### src/rtl/des_pkg.sv
// Shared DES types, permutation/S-box tables and the helpers that apply them.
// Used by the iterative controller (decrypt support: DES_DECRYPT_EN).
package des_pkg;

  typedef enum logic [1:0] {IDLE, ROUND, DONE} des_state_t;

  localparam int SHIFT_T [16] = '{
    1, 1, 2, 2, 2, 2, 2, 2, 1, 2, 2, 2, 2, 2, 2, 1};

  localparam int IP_T [64] = '{
    58, 50, 42, 34, 26, 18, 10, 2, 60, 52, 44, 36, 28, 20, 12, 4,
    62, 54, 46, 38, 30, 22, 14, 6, 64, 56, 48, 40, 32, 24, 16, 8,
    57, 49, 41, 33, 25, 17, 9, 1, 59, 51, 43, 35, 27, 19, 11, 3,
    61, 53, 45, 37, 29, 21, 13, 5, 63, 55, 47, 39, 31, 23, 15, 7};

  localparam int FP_T [64] = '{
    40, 8, 48, 16, 56, 24, 64, 32, 39, 7, 47, 15, 55, 23, 63, 31,
    38, 6, 46, 14, 54, 22, 62, 30, 37, 5, 45, 13, 53, 21, 61, 29,
    36, 4, 44, 12, 52, 20, 60, 28, 35, 3, 43, 11, 51, 19, 59, 27,
    34, 2, 42, 10, 50, 18, 58, 26, 33, 1, 41, 9, 49, 17, 57, 25};

  localparam int PC1_T [56] = '{
    57, 49, 41, 33, 25, 17, 9, 1, 58, 50, 42, 34, 26, 18,
    10, 2, 59, 51, 43, 35, 27, 19, 11, 3, 60, 52, 44, 36,
    63, 55, 47, 39, 31, 23, 15, 7, 62, 54, 46, 38, 30, 22,
    14, 6, 61, 53, 45, 37, 29, 21, 13, 5, 28, 20, 12, 4};

  localparam int PC2_T [48] = '{
    14, 17, 11, 24, 1, 5, 3, 28, 15, 6, 21, 10, 23, 19, 12, 4,
    26, 8, 16, 7, 27, 20, 13, 2, 41, 52, 31, 37, 47, 55, 30, 40,
    51, 45, 33, 48, 44, 49, 39, 56, 34, 53, 46, 42, 50, 36, 29, 32};

  localparam int E_T [48] = '{
    32, 1, 2, 3, 4, 5, 4, 5, 6, 7, 8, 9, 8, 9, 10, 11,
    12, 13, 12, 13, 14, 15, 16, 17, 16, 17, 18, 19, 20, 21, 20, 21,
    22, 23, 24, 25, 24, 25, 26, 27, 28, 29, 28, 29, 30, 31, 32, 1};

  localparam int P_T [32] = '{
    16, 7, 20, 21, 29, 12, 28, 17, 1, 15, 23, 26, 5, 18, 31, 10,
    2, 8, 24, 14, 32, 27, 3, 9, 19, 13, 30, 6, 22, 11, 4, 25};

  localparam int SBOX_T [8][64] = '{
    '{14, 4, 13, 1, 2, 15, 11, 8, 3, 10, 6, 12, 5, 9, 0, 7,
      0, 15, 7, 4, 14, 2, 13, 1, 10, 6, 12, 11, 9, 5, 3, 8,
      4, 1, 14, 8, 13, 6, 2, 11, 15, 12, 9, 7, 3, 10, 5, 0,
      15, 12, 8, 2, 4, 9, 1, 7, 5, 11, 3, 14, 10, 0, 6, 13},
    '{15, 1, 8, 14, 6, 11, 3, 4, 9, 7, 2, 13, 12, 0, 5, 10,
      3, 13, 4, 7, 15, 2, 8, 14, 12, 0, 1, 10, 6, 9, 11, 5,
      0, 14, 7, 11, 10, 4, 13, 1, 5, 8, 12, 6, 9, 3, 2, 15,
      13, 8, 10, 1, 3, 15, 4, 2, 11, 6, 7, 12, 0, 5, 14, 9},
    '{10, 0, 9, 14, 6, 3, 15, 5, 1, 13, 12, 7, 11, 4, 2, 8,
      13, 7, 0, 9, 3, 4, 6, 10, 2, 8, 5, 14, 12, 11, 15, 1,
      13, 6, 4, 9, 8, 15, 3, 0, 11, 1, 2, 12, 5, 10, 14, 7,
      1, 10, 13, 0, 6, 9, 8, 7, 4, 15, 14, 3, 11, 5, 2, 12},
    '{7, 13, 14, 3, 0, 6, 9, 10, 1, 2, 8, 5, 11, 12, 4, 15,
      13, 8, 11, 5, 6, 15, 0, 3, 4, 7, 2, 12, 1, 10, 14, 9,
      10, 6, 9, 0, 12, 11, 7, 13, 15, 1, 3, 14, 5, 2, 8, 4,
      3, 15, 0, 6, 10, 1, 13, 8, 9, 4, 5, 11, 12, 7, 2, 14},
    '{2, 12, 4, 1, 7, 10, 11, 6, 8, 5, 3, 15, 13, 0, 14, 9,
      14, 11, 2, 12, 4, 7, 13, 1, 5, 0, 15, 10, 3, 9, 8, 6,
      4, 2, 1, 11, 10, 13, 7, 8, 15, 9, 12, 5, 6, 3, 0, 14,
      11, 8, 12, 7, 1, 14, 2, 13, 6, 15, 0, 9, 10, 4, 5, 3},
    '{12, 1, 10, 15, 9, 2, 6, 8, 0, 13, 3, 4, 14, 7, 5, 11,
      10, 15, 4, 2, 7, 12, 9, 5, 6, 1, 13, 14, 0, 11, 3, 8,
      9, 14, 15, 5, 2, 8, 12, 3, 7, 0, 4, 10, 1, 13, 11, 6,
      4, 3, 2, 12, 9, 5, 15, 10, 11, 14, 1, 7, 6, 0, 8, 13},
    '{4, 11, 2, 14, 15, 0, 8, 13, 3, 12, 9, 7, 5, 10, 6, 1,
      13, 0, 11, 7, 4, 9, 1, 10, 14, 3, 5, 12, 2, 15, 8, 6,
      1, 4, 11, 13, 12, 3, 7, 14, 10, 15, 6, 8, 0, 5, 9, 2,
      6, 11, 13, 8, 1, 4, 10, 7, 9, 5, 0, 15, 14, 2, 3, 12},
    '{13, 2, 8, 4, 6, 15, 11, 1, 10, 9, 3, 14, 5, 0, 12, 7,
      1, 15, 13, 8, 10, 3, 7, 4, 12, 5, 6, 11, 0, 14, 9, 2,
      7, 11, 4, 1, 9, 12, 14, 2, 0, 6, 10, 13, 15, 3, 5, 8,
      2, 1, 14, 7, 4, 10, 8, 13, 15, 12, 9, 0, 3, 5, 6, 11}};

  // Tables use DES numbering: entry 1 is the MSB of the input word.
  function automatic logic [63:0] ip(input logic [63:0] x);
    logic [63:0] y;
    logic [5:0] k;
    y = '0;
    for (int i = 0; i < 64; i++) begin
      k = 6'(i);
      y = {y[62:0], x[6'(64 - IP_T[k])]};
    end
    return y;
  endfunction

  function automatic logic [63:0] fp(input logic [63:0] x);
    logic [63:0] y;
    logic [5:0] k;
    y = '0;
    for (int i = 0; i < 64; i++) begin
      k = 6'(i);
      y = {y[62:0], x[6'(64 - FP_T[k])]};
    end
    return y;
  endfunction

  function automatic logic [55:0] pc1(input logic [63:0] x);
    logic [55:0] y;
    logic [5:0] k;
    y = '0;
    for (int i = 0; i < 56; i++) begin
      k = 6'(i);
      y = {y[54:0], x[6'(64 - PC1_T[k])]};
    end
    return y;
  endfunction

  function automatic logic [47:0] pc2(input logic [55:0] x);
    logic [47:0] y;
    logic [5:0] k;
    y = '0;
    for (int i = 0; i < 48; i++) begin
      k = 6'(i);
      y = {y[46:0], x[6'(56 - PC2_T[k])]};
    end
    return y;
  endfunction

  function automatic logic [47:0] e_exp(input logic [31:0] x);
    logic [47:0] y;
    logic [5:0] k;
    y = '0;
    for (int i = 0; i < 48; i++) begin
      k = 6'(i);
      y = {y[46:0], x[5'(32 - E_T[k])]};
    end
    return y;
  endfunction

  function automatic logic [31:0] p_perm(input logic [31:0] x);
    logic [31:0] y;
    logic [4:0] k;
    y = '0;
    for (int i = 0; i < 32; i++) begin
      k = 5'(i);
      y = {y[30:0], x[5'(32 - P_T[k])]};
    end
    return y;
  endfunction

  // Outer bits pick the row, inner four the column.
  function automatic logic [31:0] sbox_sub(input logic [47:0] x);
    logic [31:0] y;
    logic [5:0] s;
    logic [5:0] a;
    y = '0;
    for (int i = 0; i < 8; i++) begin
      s = 6'(x >> (42 - 6 * i));
      a = {s[5], s[0], s[4:1]};
      y = {y[27:0], 4'(SBOX_T[3'(i)][a])};
    end
    return y;
  endfunction

  function automatic logic [27:0] rot28(
    input logic [27:0] x,
    input logic [1:0]  n,
    input logic        right
  );
    logic [55:0] t;
    if (right) begin
      t = {x, x} >> n;
      return t[27:0];
    end
    t = {x, x} << n;
    return t[55:28];
  endfunction

endpackage

### src/rtl/des_iter_ctrl_if.sv
// Block/key/mode request and result handshake bundle for des_iter_ctrl.
interface des_iter_ctrl_if;
  logic        in_valid;
  logic        in_ready;
  logic [63:0] in_data;
  logic [63:0] in_key;
  logic        in_dec;
  logic        out_valid;
  logic        out_ready;
  logic [63:0] out_data;
  logic        busy;

  modport master (
    output in_valid, in_data, in_key, in_dec, out_ready,
    input  in_ready, out_valid, out_data, busy
  );

  modport slave (
    input  in_valid, in_data, in_key, in_dec, out_ready,
    output in_ready, out_valid, out_data, busy
  );
endinterface

### src/rtl/des_round.sv
// Combinational DES f-function: expand, key mix, S-boxes, P.
module des_round
  import des_pkg::*;
(
  input  logic [31:0] r_i,
  input  logic [47:0] k_i,
  output logic [31:0] f_o
);
  assign f_o = p_perm(sbox_sub(e_exp(r_i) ^ k_i));
endmodule

### src/rtl/des_iter_ctrl.sv
// Iterative single-round DES engine, 16 rounds plus a final-permutation step.
// Define DES_DECRYPT_EN to honour in_dec and build the right-rotate schedule.
module des_iter_ctrl
  import des_pkg::*;
(
  input  logic           clk,
  input  logic           rst,
  des_iter_ctrl_if.slave bus
);

  des_state_t  state_q, state_d;
  logic [3:0]  cnt_q, cnt_d;
  logic        fin_q, fin_d;
  logic [31:0] l_q, l_d, r_q, r_d;
  logic [27:0] c_q, c_d, d_q, d_d;
  logic        in_ready_q, in_ready_d;
  logic        out_valid_q, out_valid_d;
  logic        busy_q, busy_d;
  logic [63:0] out_q, out_d;

  logic        accept;
  logic [3:0]  rnd;
  logic [1:0]  sh;
  logic        dir;
  logic [27:0] c_n, d_n;
  logic [47:0] subkey;
  logic [31:0] f;
  logic [63:0] ip_in;
  logic [55:0] pc1_in;

  assign accept = (state_q == IDLE) && in_ready_q && bus.in_valid;
  // Round 16 is held as count 0, so rnd is the 0-based round index.
  assign rnd    = cnt_q - 4'd1;

`ifdef DES_DECRYPT_EN
  logic dec_q;

  always_ff @(posedge clk or posedge rst)
    if (rst) dec_q <= 1'b0;
    else if (accept) dec_q <= bus.in_dec;

  // Decrypt walks the encrypt schedule backwards, starting unshifted.
  assign dir = dec_q;
  assign sh  = !dec_q ? 2'(SHIFT_T[rnd]) :
               (rnd == 4'd0) ? 2'd0 : 2'(SHIFT_T[4'd0 - rnd]);
`else
  logic unused_dec;
  assign unused_dec = bus.in_dec;
  assign dir = 1'b0;
  assign sh  = 2'(SHIFT_T[rnd]);
`endif

  assign c_n    = rot28(c_q, sh, dir);
  assign d_n    = rot28(d_q, sh, dir);
  assign subkey = pc2({c_n, d_n});
  assign ip_in  = ip(bus.in_data);
  assign pc1_in = pc1(bus.in_key);

  des_round u_round (
    .r_i (r_q),
    .k_i (subkey),
    .f_o (f)
  );

  always_comb begin
    state_d     = state_q;
    cnt_d       = cnt_q;
    fin_d       = fin_q;
    l_d         = l_q;
    r_d         = r_q;
    c_d         = c_q;
    d_d         = d_q;
    in_ready_d  = in_ready_q;
    out_valid_d = out_valid_q;
    busy_d      = busy_q;
    out_d       = out_q;
    unique case (state_q)
      IDLE: begin
        in_ready_d = 1'b1;
        if (accept) begin
          {l_d, r_d} = ip_in;
          {c_d, d_d} = pc1_in;
          cnt_d      = 4'd1;
          fin_d      = 1'b0;
          in_ready_d = 1'b0;
          busy_d     = 1'b1;
          state_d    = ROUND;
        end
      end
      ROUND: begin
        if (fin_q) begin
          out_d       = fp({r_q, l_q});
          out_valid_d = 1'b1;
          fin_d       = 1'b0;
          state_d     = DONE;
        end else begin
          l_d = r_q;
          r_d = l_q ^ f;
          c_d = c_n;
          d_d = d_n;
          if (cnt_q == 4'd0) fin_d = 1'b1;
          else cnt_d = cnt_q + 4'd1;
        end
      end
      DONE: begin
        if (out_valid_q && bus.out_ready) begin
          out_valid_d = 1'b0;
          busy_d      = 1'b0;
          in_ready_d  = 1'b1;
          state_d     = IDLE;
        end
      end
      default: state_d = IDLE;
    endcase
  end

  always_ff @(posedge clk or posedge rst) begin
    if (rst) begin
      state_q     <= IDLE;
      cnt_q       <= '0;
      fin_q       <= 1'b0;
      l_q         <= '0;
      r_q         <= '0;
      c_q         <= '0;
      d_q         <= '0;
      in_ready_q  <= 1'b0;
      out_valid_q <= 1'b0;
      busy_q      <= 1'b0;
      out_q       <= '0;
    end else begin
      state_q     <= state_d;
      cnt_q       <= cnt_d;
      fin_q       <= fin_d;
      l_q         <= l_d;
      r_q         <= r_d;
      c_q         <= c_d;
      d_q         <= d_d;
      in_ready_q  <= in_ready_d;
      out_valid_q <= out_valid_d;
      busy_q      <= busy_d;
      out_q       <= out_d;
    end
  end

  assign bus.in_ready  = in_ready_q;
  assign bus.out_valid = out_valid_q;
  assign bus.busy      = busy_q;
  assign bus.out_data  = out_q;

endmodule

### src/flat_wrapper.sv
// flat-port wrapper written by rule: the top's interface ports become plain ports
module des_iter_ctrl_flat import des_pkg::*;
  (clk, rst, bus_in_valid, bus_in_data, bus_in_key, bus_in_dec, bus_out_ready, bus_in_ready, bus_out_valid, bus_out_data, bus_busy);
  des_iter_ctrl_if bus_i ();
  input  logic clk;
  input  logic rst;
  input wire logic [$bits(bus_i.in_valid)-1:0] bus_in_valid;
  input wire logic [$bits(bus_i.in_data)-1:0] bus_in_data;
  input wire logic [$bits(bus_i.in_key)-1:0] bus_in_key;
  input wire logic [$bits(bus_i.in_dec)-1:0] bus_in_dec;
  input wire logic [$bits(bus_i.out_ready)-1:0] bus_out_ready;
  output wire logic [$bits(bus_i.in_ready)-1:0] bus_in_ready;
  output wire logic [$bits(bus_i.out_valid)-1:0] bus_out_valid;
  output wire logic [$bits(bus_i.out_data)-1:0] bus_out_data;
  output wire logic [$bits(bus_i.busy)-1:0] bus_busy;
  assign bus_i.in_valid = bus_in_valid;
  assign bus_i.in_data = bus_in_data;
  assign bus_i.in_key = bus_in_key;
  assign bus_i.in_dec = bus_in_dec;
  assign bus_i.out_ready = bus_out_ready;
  assign bus_in_ready = bus_i.in_ready;
  assign bus_out_valid = bus_i.out_valid;
  assign bus_out_data = bus_i.out_data;
  assign bus_busy = bus_i.busy;
  des_iter_ctrl u_core (.clk(clk), .rst(rst), .bus(bus_i));
endmodule
### config.mk
export PLATFORM = sky130hd
export DESIGN_NAME = des_iter_ctrl_flat
export DESIGN_NICKNAME = d
export VERILOG_FILES = /design/src/rtl/des_pkg.sv /design/src/rtl/des_iter_ctrl_if.sv /design/src/rtl/des_round.sv /design/src/rtl/des_iter_ctrl.sv /design/src/flat_wrapper.sv
export SDC_FILE = /design/constraint.sdc
export NUM_CORES = 1
export LEC_CHECK = 0
export ABC_AREA = 1
export BUFFER_PORTS_ARGS = -buffer_cell sky130_fd_sc_hd__buf_2
export CORE_ASPECT_RATIO = 0.5
export CORE_MARGIN = 4
export CORE_UTILIZATION = 35
export DETAILED_ROUTE_END_ITERATION = 12
export GPL_ROUTABILITY_DRIVEN = 0
export PLACE_DENSITY = 0.77
export RECOVER_POWER = 25
export SKIP_LAST_GASP = 1
export SLEW_MARGIN = 40
export SYNTH_ARGS = -nofsm -noshare
export SYNTH_HDL_FRONTEND = slang
export SYNTH_SLANG_ARGS = --single-unit
export TNS_END_PERCENT = 5
### constraint.sdc
create_clock -name clk -period 3.4 [get_ports clk]
set_input_delay 0.34 -clock clk [delete_from_list [all_inputs] [get_ports clk]]
set_output_delay 0.34 -clock clk [all_outputs]
set_load 0.02 [all_outputs]
# After elaboration in Yosys (flattened, before gate mapping)
# Memory sizes are Yosys's and may differ from the RTL's.
# Cells that the tools add are included.
[word_totals] reg_bits=134 latchBits=0 ram_bits=0 romBits=8704 input_bits=133 output_inout_bits=67 word_cells=92 mem_count=5
[classes] n_addsub=2 mul=0 div=0 order_cmp=5 n_eq_ne=7 shifts=1 mux=39 bitwise_logic=7 n_reduce_logical=16
[memory_table] name="(no name shown)" depth=64 width=32 read_ports=1 rd_clocked_by_memory_dff=0 wr=0 line_no="des_pkg.sv:152" source="y = {y[27:0], 4'(SBOX_T[3'(i)][a])};"
[memory_table] name="(no name shown)" depth=64 width=32 read_ports=1 rd_clocked_by_memory_dff=0 wr=0 line_no="des_pkg.sv:152"
[memory_table] name="(no name shown)" depth=64 width=32 read_ports=1 rd_clocked_by_memory_dff=0 wr=0 line_no="des_pkg.sv:152"
[memory_table] name="(no name shown)" depth=64 width=32 read_ports=1 rd_clocked_by_memory_dff=0 wr=0 line_no="des_pkg.sv:152"
[memory_table] name="(no name shown)" depth=16 width=32 read_ports=1 rd_clocked_by_memory_dff=0 wr=0 line_no="des_iter_ctrl.sv:50" source="assign sh = 2'(SHIFT_T[rnd]);"
[op_table] op="2-to-1 mux 32 bit" count=4
[op_table] op="one-hot mux 32 bit (2 select lines)" count=2
[op_table] op="2-to-1 mux 28 bit" count=2
[op_table] op="one-hot mux 28 bit (2 select lines)" count=1
[op_table] op="<< shifter 56 x 2 -> 56 bit" count=1
[op_table] op="2-to-1 mux 4 bit" count=11
[op_table] op="bitwise XOR 32 bit" count=1
[op_table] op=">= comparator 7 bit, second input constant" count=4
[op_table] op="inverter 6 -> 7 bit" count=4
[op_table] op="bitwise XOR 24 bit" count=1
[op_table] op="AND reduction 3 bit" count=4
[op_table] op="2-to-1 mux 2 bit" count=5
[op_table] op="2-to-1 mux 1 bit" count=8
[op_table] op="one-hot mux 1 bit (2 select lines)" count=4
[op_table] op="one-hot mux 4 bit (2 select lines)" count=1
[op_table] op="!= test 2 x 1 -> 1 bit, second input constant" count=3
[op_table] op="one-hot mux 2 bit (3 select lines)" count=1
[op_table] op="AND reduction 2 bit" count=3
[op_table] op="nonzero test 2 bit" count=3
[op_table] op=">= comparator 5 bit, second input constant" count=1
[op_table] op="inverter 4 -> 5 bit" count=1
[op_table] op="adder 4 x 1 -> 4 bit, second input constant" count=1
[op_table] op="zero test 4 bit" count=1
[op_table] op="!= test 2 bit, second input constant" count=2
[op_table] op="6 further kinds" count=8

# Depth between registers and ports, before layout
# Gate-level depths: netlist (run 1).
[logic_depth] depth_word=14 depth_mapped=8 depth_no_buf=7

# Hierarchy
# From an unflattened synthesis (run 1), not the netlist that was laid out.
[hier_totals] cells_unflattened=1028 hier_area_um2=8473.1
[modules_own_cells] mod="des_iter_ctrl" instances=1 cells_per_inst=995 area_per_inst_um2=8229.1 seq_area_each_um2=4053.9
[modules_own_cells] mod="des_round" instances=1 cells_per_inst=33 area_per_inst_um2=244.0 seq_area_each_um2=0.0

# Least setup slack after synthesis (run 1)
# Ideal clock, no wire load.
[synth_path] path_kind="flip-flop to flip-flop" from="register u_core.state_q[1]" to="register u_core.l_q[5]" setup_time_ns=0.126 t_arrival_ns=1.072 required_time_ns=3.274 setup_slack_ns=2.202 stages_incl_launch_ff=7 n_path_buf=2 synth_period_minus_slack_ns=1.198 cell_sequence="dfrtp_1 > buf_4 > nor2_1 > nand2_2 > nand2_4 > buf_4 > o21ai_0"
[synth_via] elab_chain_cells=5 elab_cells_between_ends=9 cone_classes="eq/ne (3); mux (1); reduce/logical (5)"
[synth_lines] element="start: declaration" line_no="des_iter_ctrl.sv:11" source="des_state_t state_q, state_d;"
[synth_lines] element="start signal: assignment" line_no="des_iter_ctrl.sv:131" source="state_q <= state_d;"
[synth_lines] element="zero test 2 bit" line_no="des_iter_ctrl.sv:31, des_iter_ctrl.sv:77"
[synth_lines] element="logical AND 1 bit (2 in series)" line_no="des_iter_ctrl.sv:31" source="assign accept = (state_q == IDLE) && in_ready_q && bus.in_valid;"
[synth_lines] element="!= test 2 x 1 -> 1 bit (no source line)"
[synth_lines] element="AND reduction 3 bit (no source line)"
[synth_lines] element="end signal: assignment" line_no="des_iter_ctrl.sv:134" source="l_q <= l_d;"
[synth_lines] element="end: declaration" line_no="des_iter_ctrl.sv:14" source="logic [31:0] l_q, l_d, r_q, r_d;"
# Parallel ways exist; a longest one is shown, timed or not.
# A chain may end at the register's enable or synchronous reset.

# Worst setup path in the final report (run 1)
[layout_path] from="register u_core.state_q[1]" to="register u_core.cnt_q[1]"
[layout_via] elab_chain_cells=5 elab_cells_between_ends=10 cone_classes="eq/ne (4); mux (1); reduce/logical (5)"
[layout_lines] element="zero test 2 bit" line_no="des_iter_ctrl.sv:31, des_iter_ctrl.sv:77"
[layout_lines] element="logical AND 1 bit (2 in series)" line_no="des_iter_ctrl.sv:31"
[layout_lines] element="!= test 2 x 1 -> 1 bit (no source line)"
[layout_lines] element="AND reduction 4 bit (no source line)"
[layout_lines] element="end signal: assignment" line_no="des_iter_ctrl.sv:132" source="cnt_q <= cnt_d;"
[layout_lines] element="end: declaration" line_no="des_iter_ctrl.sv:12" source="logic [3:0] cnt_q, cnt_d;"
# Parallel ways exist; a longest one is shown, timed or not.

==> results of run 1 <==
-- metal layers --
metal  global-route usage [%]  vias to the layer above  part of all wire (%)
met4                     3.35                        2                  0.31
met1                     15.1                      996                    43
met5                        0                        -                  0.20
met2                     20.5                       87                    48
met3                     4.50                        4                   8.1
li1                         -                     1066                     -
-- layout by cell type (no fill, tap or decap), drive strengths merged --
cell type / count
nand2: 92
o21ai: 65
dfrtp: 58
buf: 55
conb: 48
inv: 40
clkbuf: 14
nor2: 9
nand4: 3
nand3: 3
a21oi: 3
ha: 2
clkinv: 2
a21boi: 1
xor2: 1
clkinvlp: 1
-- cells by family (layout without fill, tap and decap cells) --
family | Yosys count | in the layout | share of synthesized area [%]
buffers and inverters | 102 | 112 | 21.2
and+or+nand+nor | 107 | 107 | 15.0
AOI/OAI and AO/OA | 69 | 69 | 12.1
DFF | 58 | 58 | 50.4
xor gates and xnor gates | 1 | 1 | 0.304
other | 1 | 48 | 0.130
adders and majority gates | 2 | 2 | 0.868
-- layout make-up --
type | instances | area, sq um | area share, %
Sequential cell | 58 | 1450 | 43.9
Multi-Input combinational cell | 227 | 997 | 30.2
Timing Repair Buffer | 55 | 278 | 8.40
Clock buffer | 14 | 274 | 8.29
Inverter | 41 | 155 | 4.69
Tap cell | 112 | 140 | 4.24
Clock inverter | 2 | 10.0 | 0.303
-- worst max-delay path, cell delays in order (launching register included) --
cell	delay [ns]
dfrtp_1	0.49
nor2_4	0.23
nand2_1	0.11
nand2_4	0.39
nand2_1	0.20
nand2_1	0.10
nand2_1	0.06
-- cell usage after synthesis (all sizes together) --
| library cell | count | area (sq um) |
|---|---|---|
| clkbuf | 1 | 5.00 |
| a21oi | 3 | 15.0 |
| nor2 | 9 | 41.3 |
| o21ai | 65 | 325 |
| a21boi | 1 | 7.51 |
| buf | 60 | 453 |
| nand3 | 3 | 15.0 |
| conb | 1 | 3.75 |
| nand4 | 3 | 18.8 |
| nand2 | 92 | 358 |
| ha | 2 | 25.0 |
| xor2 | 1 | 8.76 |
| dfrtp | 58 | 1450 |
| inv | 41 | 154 |
-- power by group --
part | switching, mW | internal [mW] | leakage, nW
Sequential | 0.148 | 0.992 | 0.739
Combinational | 0.812 | 0.322 | 0.860
Clock | 0.280 | 0.548 | 0.143
-- state kept, by name, summed over array words and instances, names as in the netlist --
register and cells:
u_core.bus.busy 1, u_core.bus.in_ready 1, u_core.bus.out_data 16, u_core.bus.out_valid 1
u_core.cnt_q 4, u_core.fin_q 1, u_core.l_q 16, u_core.r_q 16
u_core.state_q 2
-- worst paths after layout --
check	start	to	slack, ns	cells after the start
max reg2reg	u_core.state_q[1]	u_core.cnt_q[1]	1.69	6
min reg2reg	u_core.bus.out_data[13]	u_core.bus.out_data[13]	0.47	2
max	u_core.state_q[1]	u_core.cnt_q[1]	1.69	6
min	bus_in_data[19]	u_core.r_q[13]	0.23	3
max in group asynchronous	rst	u_core.r_q[15]	1.99	3
min in group asynchronous	rst	u_core.bus.out_data[11]	0.47	2
==> results.sh, run 1 <==
export IMPL_gr_total_overflow=0
export IMPL_first_pass_iters=5
export IMPL_antenna_cells=0
export IMPL_fin_area_sq_um=3310
export IMPL_p_per_area_nw_per_um2=938
export IMPL_initial_core_util_pct=36.0
export IMPL_cts_hold_buf=0
export IMPL_drt_total_wl_microns=5870
export IMPL_grt_usage_pct=12.2
export IMPL_die_x_microns=136
export IMPL_grt_pass1_wl_microns=9460
export IMPL_vias_per_cell=4.23
export IMPL_syn_inst=340
export IMPL_die_area_sq_um=9840
export IMPL_die_h_microns=72.2
export IMPL_setup_violations=0
export IMPL_finalNetCount=527
export IMPL_max_cap_violations=1
export IMPL_numCtsBuffers=9
export IMPL_fmax_mhz=584
export IMPL_io_pin_count=200
export IMPL_postRouteAntennaNets=0
export IMPL_hp_class="input pin to register"
export IMPL_finalHoldViolCount=0
export IMPL_worstPathArrival_ns=1.91
export IMPL_vias=2155
export IMPL_irDropWorstVdd_uv=338
export IMPL_cts_tree="yes"
export IMPL_clkLatencyLatePin_ns=0.32
export IMPL_root_buffer="clkbuf_16"
export IMPL_final_util_pct=41.3
export IMPL_numClockSinks=58
export IMPL_core_area_sq_um=8000
export IMPL_placed_cell_area_sq_um=3020
export IMPL_finalCriticalPeriod_ns=1.71
export IMPL_area_growth_pct=14.7
export IMPL_layout_drive_gt1_share_pct=19.6
export IMPL_grt_max_degree=53
export IMPL_yosysUniqueCellTypes=21
export IMPL_ys_ff_latch=58
export IMPL_leakagePower_nw=1.74
export IMPL_dp_hpwl_microns=3980
export IMPL_yosys_warnings=0
export IMPL_htreeDepth=3
export IMPL_syn_area_sq_um=2880
export IMPL_post_place_ws_ns=1.74
export IMPL_yosysSeqAreaShare_pct=50.4
export IMPL_whs_ns=0.233
export IMPL_post_cts_buffers=0
export IMPL_start_kind="register"
export IMPL_max_slew_margin_pct=-20.5
export IMPL_violations="max-capacitance violations, max-slew violations"
export IMPL_min_period_over_period_pct=50.4
export IMPL_layout_cells_non_filler=509
export IMPL_antenna_found_initial=1
export IMPL_clockBufferDepth=2
export IMPL_status="finished, violations left"
export IMPL_numPortBuffers=54
export IMPL_cts_resized=0
export IMPL_clk_pin_slew_ns=0.05
export IMPL_rsz0062_at_grt="false"
export IMPL_std_cell_rows=23
export IMPL_drcViolationCount=0
export IMPL_avgRoutedWirePerCell_microns=11.5
export IMPL_drt_iter0_markers=180
export IMPL_required_ns=3.60
export IMPL_avgSynthCellArea_sq_um=8.48
export IMPL_clock_skew_ns=0.00786
export IMPL_crit_fanout=52
export IMPL_crit_path_end_kind="register"
export IMPL_setup_ws_ns=1.69
export IMPL_drv_slew=43
export IMPL_fillers=805
export IMPL_grt_pass1_vias=1971
export IMPL_dp_cells=493
export IMPL_tightest_slew_ns=1.80
export IMPL_total_power_mw=3.10
export IMPL_finalSetupTns_ns=0
export IMPL_worstSetupPathType="register to register"
No activity file was read; power rests on OpenSTA's default activity.
==> inputs of run 2 (changes only) <==
--- a/config.mk
+++ b/config.mk
@@ -5,14 +5,14 @@
 export SDC_FILE = /design/constraint.sdc
 export NUM_CORES = 1
 export LEC_CHECK = 0
-export ABC_AREA = 1
+export ABC_AREA = 0
 export BUFFER_PORTS_ARGS = -buffer_cell sky130_fd_sc_hd__buf_2
 export CORE_ASPECT_RATIO = 0.5
 export CORE_MARGIN = 4
 export CORE_UTILIZATION = 35
 export DETAILED_ROUTE_END_ITERATION = 12
 export GPL_ROUTABILITY_DRIVEN = 0
-export PLACE_DENSITY = 0.77
+export PLACE_DENSITY = 0.78
 export RECOVER_POWER = 25
 export SKIP_LAST_GASP = 1
 export SLEW_MARGIN = 40
==> constraint.sdc (replaced) <==
create_clock -name clk -period 1.65 [get_ports clk]
set_input_delay 0.165 -clock clk [delete_from_list [all_inputs] [get_ports clk]]
set_output_delay 0.165 -clock clk [all_outputs]
set_load 0.02 [all_outputs]
==> run 2 against run 1 <==
The flow now finishes without violations; sequential power increased by 120%; critical path depth fell by 2; maximum frequency grew 12%; largest cell class unchanged; largest power group is now combinational logic.
==> results.sh, run 2 <==
export IMPL_max_slew_margin_pct=50.6
export IMPL_std_cell_rows=22
export IMPL_antenna_cells=0
export IMPL_worstPathArrival_ns=1.78
export IMPL_die_h_microns=70.3
export IMPL_grt_max_degree=59
export IMPL_drt_total_wl_microns=5540
export IMPL_avgRoutedWirePerCell_microns=13.2
export IMPL_min_period_over_period_pct=92.9
export IMPL_p_comb_share_pct=38.8
export IMPL_avgSynthCellArea_sq_um=10.6
export IMPL_status="finished clean"
export IMPL_area_growth_pct=19.9
export IMPL_crit_fanout=8
export IMPL_synth_area_top_cells="dfrtp_1 53%, buf_4 14%, mux2_1 6.6%"
export IMPL_vias=1905
export IMPL_cts_tree="yes"
export IMPL_worstHoldPathCells=2
export IMPL_setup_violations=0
export IMPL_start_kind="register"
export IMPL_die_x_microns=133
export IMPL_final_common_cell="dfrtp_1"
export IMPL_drv_slew=0
export IMPL_synth_main_ff_cell="dfrtp_1"
export IMPL_yosysSeqAreaShare_pct=53.4
export IMPL_clock_skew_ns=0.00376
export IMPL_io_pin_count=200
export IMPL_synth_edf_count=0
export IMPL_ys_async_sr_fraction_pct=100
export IMPL_max_cap_violations=0
export IMPL_synth_top_cell_area_share_pct=53.4
export IMPL_p_int_mw=4.31
export IMPL_first_pass_iters=5
export IMPL_drt_iter0_markers=98
export IMPL_layout_drive_gt1_share_pct=24.9
export IMPL_clockBufferDepth=2
export IMPL_required_ns=1.90
export IMPL_drcViolationCount=0
export IMPL_worstHoldStart="bus_in_data[13]"
export IMPL_gr_total_overflow=0
export IMPL_numClockSinks=58
export IMPL_finalHoldViolCount=0
export IMPL_tightest_slew_ns=0.741
export IMPL_finalNetCount=455
export IMPL_ys_ff_latch=58
export IMPL_yosys_warnings=0
export IMPL_netlist_top_cells_count="58 x dfrtp_1, 50 x buf_4, 36 x nand2_1"
export IMPL_antenna_found_initial=0
export IMPL_root_buffer="clkbuf_16"
export IMPL_r2r_cells=4
export IMPL_fmax_mhz=653
export IMPL_fillers=665
export IMPL_layout_common_cells="57 x dfrtp_1, 53 x buf_2, 48 x conb_1"
export IMPL_r2r_start="u_core.state_q[0]"
export IMPL_initial_core_util_pct=36.5
export IMPL_irDropWorstVdd_uv=772
export IMPL_finalSetupTns_ns=0
export IMPL_die_area_sq_um=9320
export IMPL_crit_path_end_kind="register"
export IMPL_total_power_mw=6.88
export IMPL_p_per_area_nw_per_um2=2110
export IMPL_hp_class="input pin to register"
export IMPL_switchingPower_mw=2.57
export IMPL_postRouteAntennaNets=0
export IMPL_grt_pass1_wl_microns=8990
export IMPL_syn_inst=257
export IMPL_numCtsBuffers=9
export IMPL_grt_usage_pct=12.4
export IMPL_leakagePower_nw=1.60
export IMPL_min_to="u_core.r_q[22]"
export IMPL_p_clk_share_pct=24.9
export IMPL_dp_hpwl_microns=3880
export IMPL_synth_most_common_cell="dfrtp_1"
export IMPL_ff_latch_area_sq_um=1450
export IMPL_core_area_sq_um=7430
export IMPL_rsz0062_at_grt="false"
export IMPL_htreeDepth=3
export IMPL_grt_pass1_vias=1801
export IMPL_clk_pin_slew_ns=0.05
export IMPL_worstSetupPathType="register to register"
export IMPL_r2r_slack_ns=0.12
export IMPL_multiInputGateArea_sq_um=997
export IMPL_synth_top_area_cell="dfrtp_1"
export IMPL_sw_frac_of_total_pct=37.4
export IMPL_finalCriticalPeriod_ns=1.53
export IMPL_r2r_end="u_core.cnt_q[2]"
export IMPL_vias_per_cell=4.52
export IMPL_yosysUniqueCellTypes=29
export IMPL_pwr_share_seq_pct=36.2
export IMPL_clkLatencyLatePin_ns=0.33
export IMPL_syn_area_sq_um=2720
export IMPL_whs_ns=0.0612
export IMPL_numPortBuffers=54
-- run 2: cell types whose count changed in the layout (fill, tap and decap cells not counted), sizes merged, moves of 2 or more --
cell and change:
a22o +16, mux2 +16, a21oi +3, nand2 -55, nor2 +12, inv -33
a31oi +17, nand4 -2, clkbuf +3, buf +6, o21ai -61
-- run 2: layout make-up --
class                      count  share of cell area, %
sequential                    58                   44.6
multi-input combinational    179                   30.6
timing repair buffer          64                   11.4
clock buffer                  15                   8.53
tap                           96                   3.69
inverter                       8                  0.922
clock inverter                 1                  0.231
-- run 2: how the worst max path moves through the flow --
stage,endpoint,start,slack [ns]
final,u_core.cnt_q[2],u_core.state_q[0],0.12
after global placement,u_core.cnt_q[2],u_core.state_q[1],0.11
after detailed placement,u_core.cnt_q[2],u_core.state_q[1],0.07
after floorplan,u_core.bus.busy,rst,0.06
after global routing,u_core.cnt_q[2],u_core.state_q[1],0.02
after CTS,u_core.cnt_q[2],u_core.state_q[1],0.05
-- run 2: power groups by stage --
stage | sequential [mW] | clock (mW) | combinational [mW]
5_1_grt | 2.57 | 1.82 | 2.97
2_1_floorplan | 2.69 | 0 | 1.70
3_5_place_dp | 2.49 | 0 | 2.64
6_report | 2.49 | 1.72 | 2.67
4_1_cts | 2.48 | 1.75 | 2.67
3_3_place_gp | 2.45 | 0 | 2.57
-- run 2: routing by layer --
metal | up-vias | part of all wire [%] | track usage (%)
li1 | 908 | - | -
met1 | 913 | 43 | 14.8
met3 | 10 | 7.3 | 5.04
met2 | 74 | 48 | 19.9
met5 | - | 0 | 0
met4 | 0 | 1.9 | 5.30
-- run 2: cell families after synthesis --
kind of cell | synth area share (%)
AO/OA/AOI/OAI | 12.1
adder cells (fa/ha/maj) | 0.921
buffers and inverters | 16.4
flip-flops | 53.4
multiplexers | 6.63
other | 0.138
AND/OR/NAND/NOR | 10.4
-- run 2: worst max-delay path, stage by stage, from the launching register on --
cell and delay [ns]:
dfrtp_2 0.44, and2b_2 0.26, and3_1 0.21, or4_1 0.40
a21oi_1 0.14
-- run 2: what timing repair did --
action                                 CTS  global route
gates resized for setup                  0             2
buffers inserted                         0             1
endpoints found under the hold margin   58             0
setup endpoints to repair                0             6
hold buffers                             1             0
-- run 2: through the flow --
step                cell area (sq um)  utilization (%)  instances  setup slack (ns)
floorplan                        2890                -        304            0.0570
global placement                 2970             39.9        403             0.106
detailed placement               2970             39.9        403            0.0659
CTS                              3260             43.9        420            0.0542
global route                     3260             43.8        421            0.0152
finish                           3260             43.8        421             0.118
==> inputs of run 3 (changes only) <==
--- a/config.mk
+++ b/config.mk
@@ -12,7 +12,7 @@
 export CORE_UTILIZATION = 35
 export DETAILED_ROUTE_END_ITERATION = 12
 export GPL_ROUTABILITY_DRIVEN = 0
-export PLACE_DENSITY = 0.78
+export PLACE_DENSITY = 0.81
 export RECOVER_POWER = 25
 export SKIP_LAST_GASP = 1
 export SLEW_MARGIN = 40
==> constraint.sdc (replaced) <==
create_clock -name clk -period 1.3 [get_ports clk]
set_input_delay 0.13 -clock clk [delete_from_list [all_inputs] [get_ports clk]]
set_output_delay 0.13 -clock clk [all_outputs]
set_load 0.02 [all_outputs]
==> run 3 against run 2 <==
Core utilization grew 2.8 points; final cell count grew 3.6%; cell area is 6.3% higher; sequential cell count stayed put; worst setup slack got worse by 0.32 ns; the run now ends with negative setup slack left; largest cell class unchanged; via count is 10% higher; sequential share of layout area fell by 2.7 points; clock-buffer cell count is 2 lower.
==> results.sh, run 3 (same netlist as run 2, synthesis figures left out) <==
export IMPL_setup_violations=54
export IMPL_clockBufferDepth=2
export IMPL_io_pin_count=200
export IMPL_cts_tree="yes"
export IMPL_die_x_microns=133
export IMPL_avgRoutedWirePerCell_microns=15.6
export IMPL_core_area_sq_um=7430
export IMPL_root_buffer="clkbuf_16"
export IMPL_finalCriticalPeriod_ns=1.50
export IMPL_vias=2099
export IMPL_irDropWorstVdd_uv=1070
export IMPL_tightest_slew_ns=0.703
export IMPL_numCtsBuffers=9
export IMPL_grt_max_degree=59
export IMPL_drt_total_wl_microns=6820
export IMPL_start_kind="register"
export IMPL_final_util_pct=46.6
export IMPL_layout_drive_gt1_share_pct=30.0
export IMPL_dp_hpwl_microns=4020
export IMPL_clock_skew_ns=0.00822
export IMPL_required_ns=1.55
export IMPL_setup_ws_ns=-0.201
export IMPL_r2r_start="u_core.state_q[1]"
export IMPL_clk_pin_slew_ns=0.05
export IMPL_violations="negative setup slack"
export IMPL_antenna_cells=0
export IMPL_clkLatencyLatePin_ns=0.32
export IMPL_crit_path_start="u_core.state_q[1]"
export IMPL_gr_total_overflow=0
export IMPL_drv_slew=0
export IMPL_die_h_microns=70.3
export IMPL_finalHoldViolCount=0
export IMPL_finalNetCount=470
export IMPL_total_power_mw=9.55
export IMPL_area_growth_pct=27.5
export IMPL_vias_per_cell=4.81
export IMPL_crit_fanout=4
export IMPL_final_common_cell="dfrtp_1"
export IMPL_r2r_slack_ns=-0.20
export IMPL_leakagePower_nw=1.71
export IMPL_worstPathArrival_ns=1.75
export IMPL_status="finished, violations left"
export IMPL_numPortBuffers=54
export IMPL_drt_iter0_markers=144
export IMPL_max_slew_margin_pct=53.2
export IMPL_p_per_area_nw_per_um2=2760
export IMPL_worstSetupPathType="register to register"
export IMPL_grt_pass1_vias=2020
export IMPL_finalSetupTns_ns=-4.43
export IMPL_fillers=639
export IMPL_worstHoldStart="bus_in_data[29]"
export IMPL_drcViolationCount=0
export IMPL_layout_cells_non_filler=436
export IMPL_hp_class="input pin to register"
export IMPL_die_area_sq_um=9320
export IMPL_fmax_mhz=666
export IMPL_grt_usage_pct=14.3
export IMPL_max_cap_violations=0
export IMPL_min_period_over_period_pct=115
export IMPL_grt_pass1_wl_microns=10400
export IMPL_dp_cells=411
export IMPL_postRouteAntennaNets=0
export IMPL_std_cell_rows=22
export IMPL_rsz0062_at_grt="true"
export IMPL_numClockSinks=58
export IMPL_initial_core_util_pct=36.5
export IMPL_antenna_found_initial=0
export IMPL_layout_common_cells="58 x dfrtp_1, 53 x buf_2, 48 x conb_1"
export IMPL_crit_path_end_kind="register"
export IMPL_htreeDepth=3
export IMPL_post_place_ws_ns=-0.220
export IMPL_first_pass_iters=4
run 3: cell count changes in the layout (fill, tap and decap cells not counted), moves of 2 or more:
cell	previous run	this run
nor2_1	21	19
buf_12	2	5
clkbuf_8	3	1
clkinv_2	0	3
buf_4	6	17
nor2_4	0	2
run 3: path summary, 6_finish.rpt:
kind,end,cells past startpoint
max reg2reg,u_core.cnt_q[2],4
max in group asynchronous,u_core.r_q[22],4
min in group asynchronous,u_core.l_q[12],4
max,u_core.cnt_q[2],4
min,u_core.r_q[20],2
min reg2reg,u_core.bus.out_data[9],1
run 3: area by class of cell:
type / instances / area [sq um] / share of cell area (%)
clock buffer: 13 / 250 / 7.23
multi-input combinational: 179 / 1040 / 30.1
tap: 96 / 120 / 3.47
inverter: 8 / 33.8 / 0.976
clock inverter: 3 / 15.0 / 0.434
timing repair buffer: 79 / 551 / 15.9
sequential: 58 / 1450 / 41.9
run 3: critical path, stage by stage, from the launching register on:
cell and delay, ns:
dfrtp_1 0.38, and4bb_4 0.37, a21oi_4 0.05, or4_4 0.49
a21oi_2 0.13
run 3: power breakdown:
part | total (mW) | internal, mW | switching [mW]
logic | 4.28 | 1.92 | 2.36
clock network | 2.08 | 1.33 | 0.752
registers | 3.19 | 2.66 | 0.535
total | 9.55 | 5.90 | 3.65
run 3: repair_timing:
action / CTS / global route
hold buffers: 1 / 0
endpoints found under the setup margin: 49 / 56
gates resized for setup: 14 / 1
gates cloned: 1 / 0
setup buffers: 6 / 2
pin swaps: 3 / 1
endpoints found under the hold margin: 58 / 0
run 3: routing by layer:
| layer | share of wire (%) | GRT usage (%) | vias up |
|---|---|---|---|
| li1 | - | - | 939 |
| met1 | 40 | 17.1 | 1012 |
| met2 | 48 | 23.4 | 130 |
| met3 | 8.9 | 4.82 | 18 |
| met4 | 2.7 | 6.57 | 0 |
| met5 | 0 | 0 | - |
run 3: through the flow:
| step | area, sq um | hold slack (ns) |
|---|---|---|
| 2_1_floorplan | 2900 | 0.223 |
| 5_1_grt | 3460 | 0.0286 |
| 4_1_cts | 3460 | 0.0278 |
| 3_5_place_dp | 3050 | 0.228 |
| 6_report | 3460 | 0.0333 |
| 3_3_place_gp | 3050 | 0.227 |
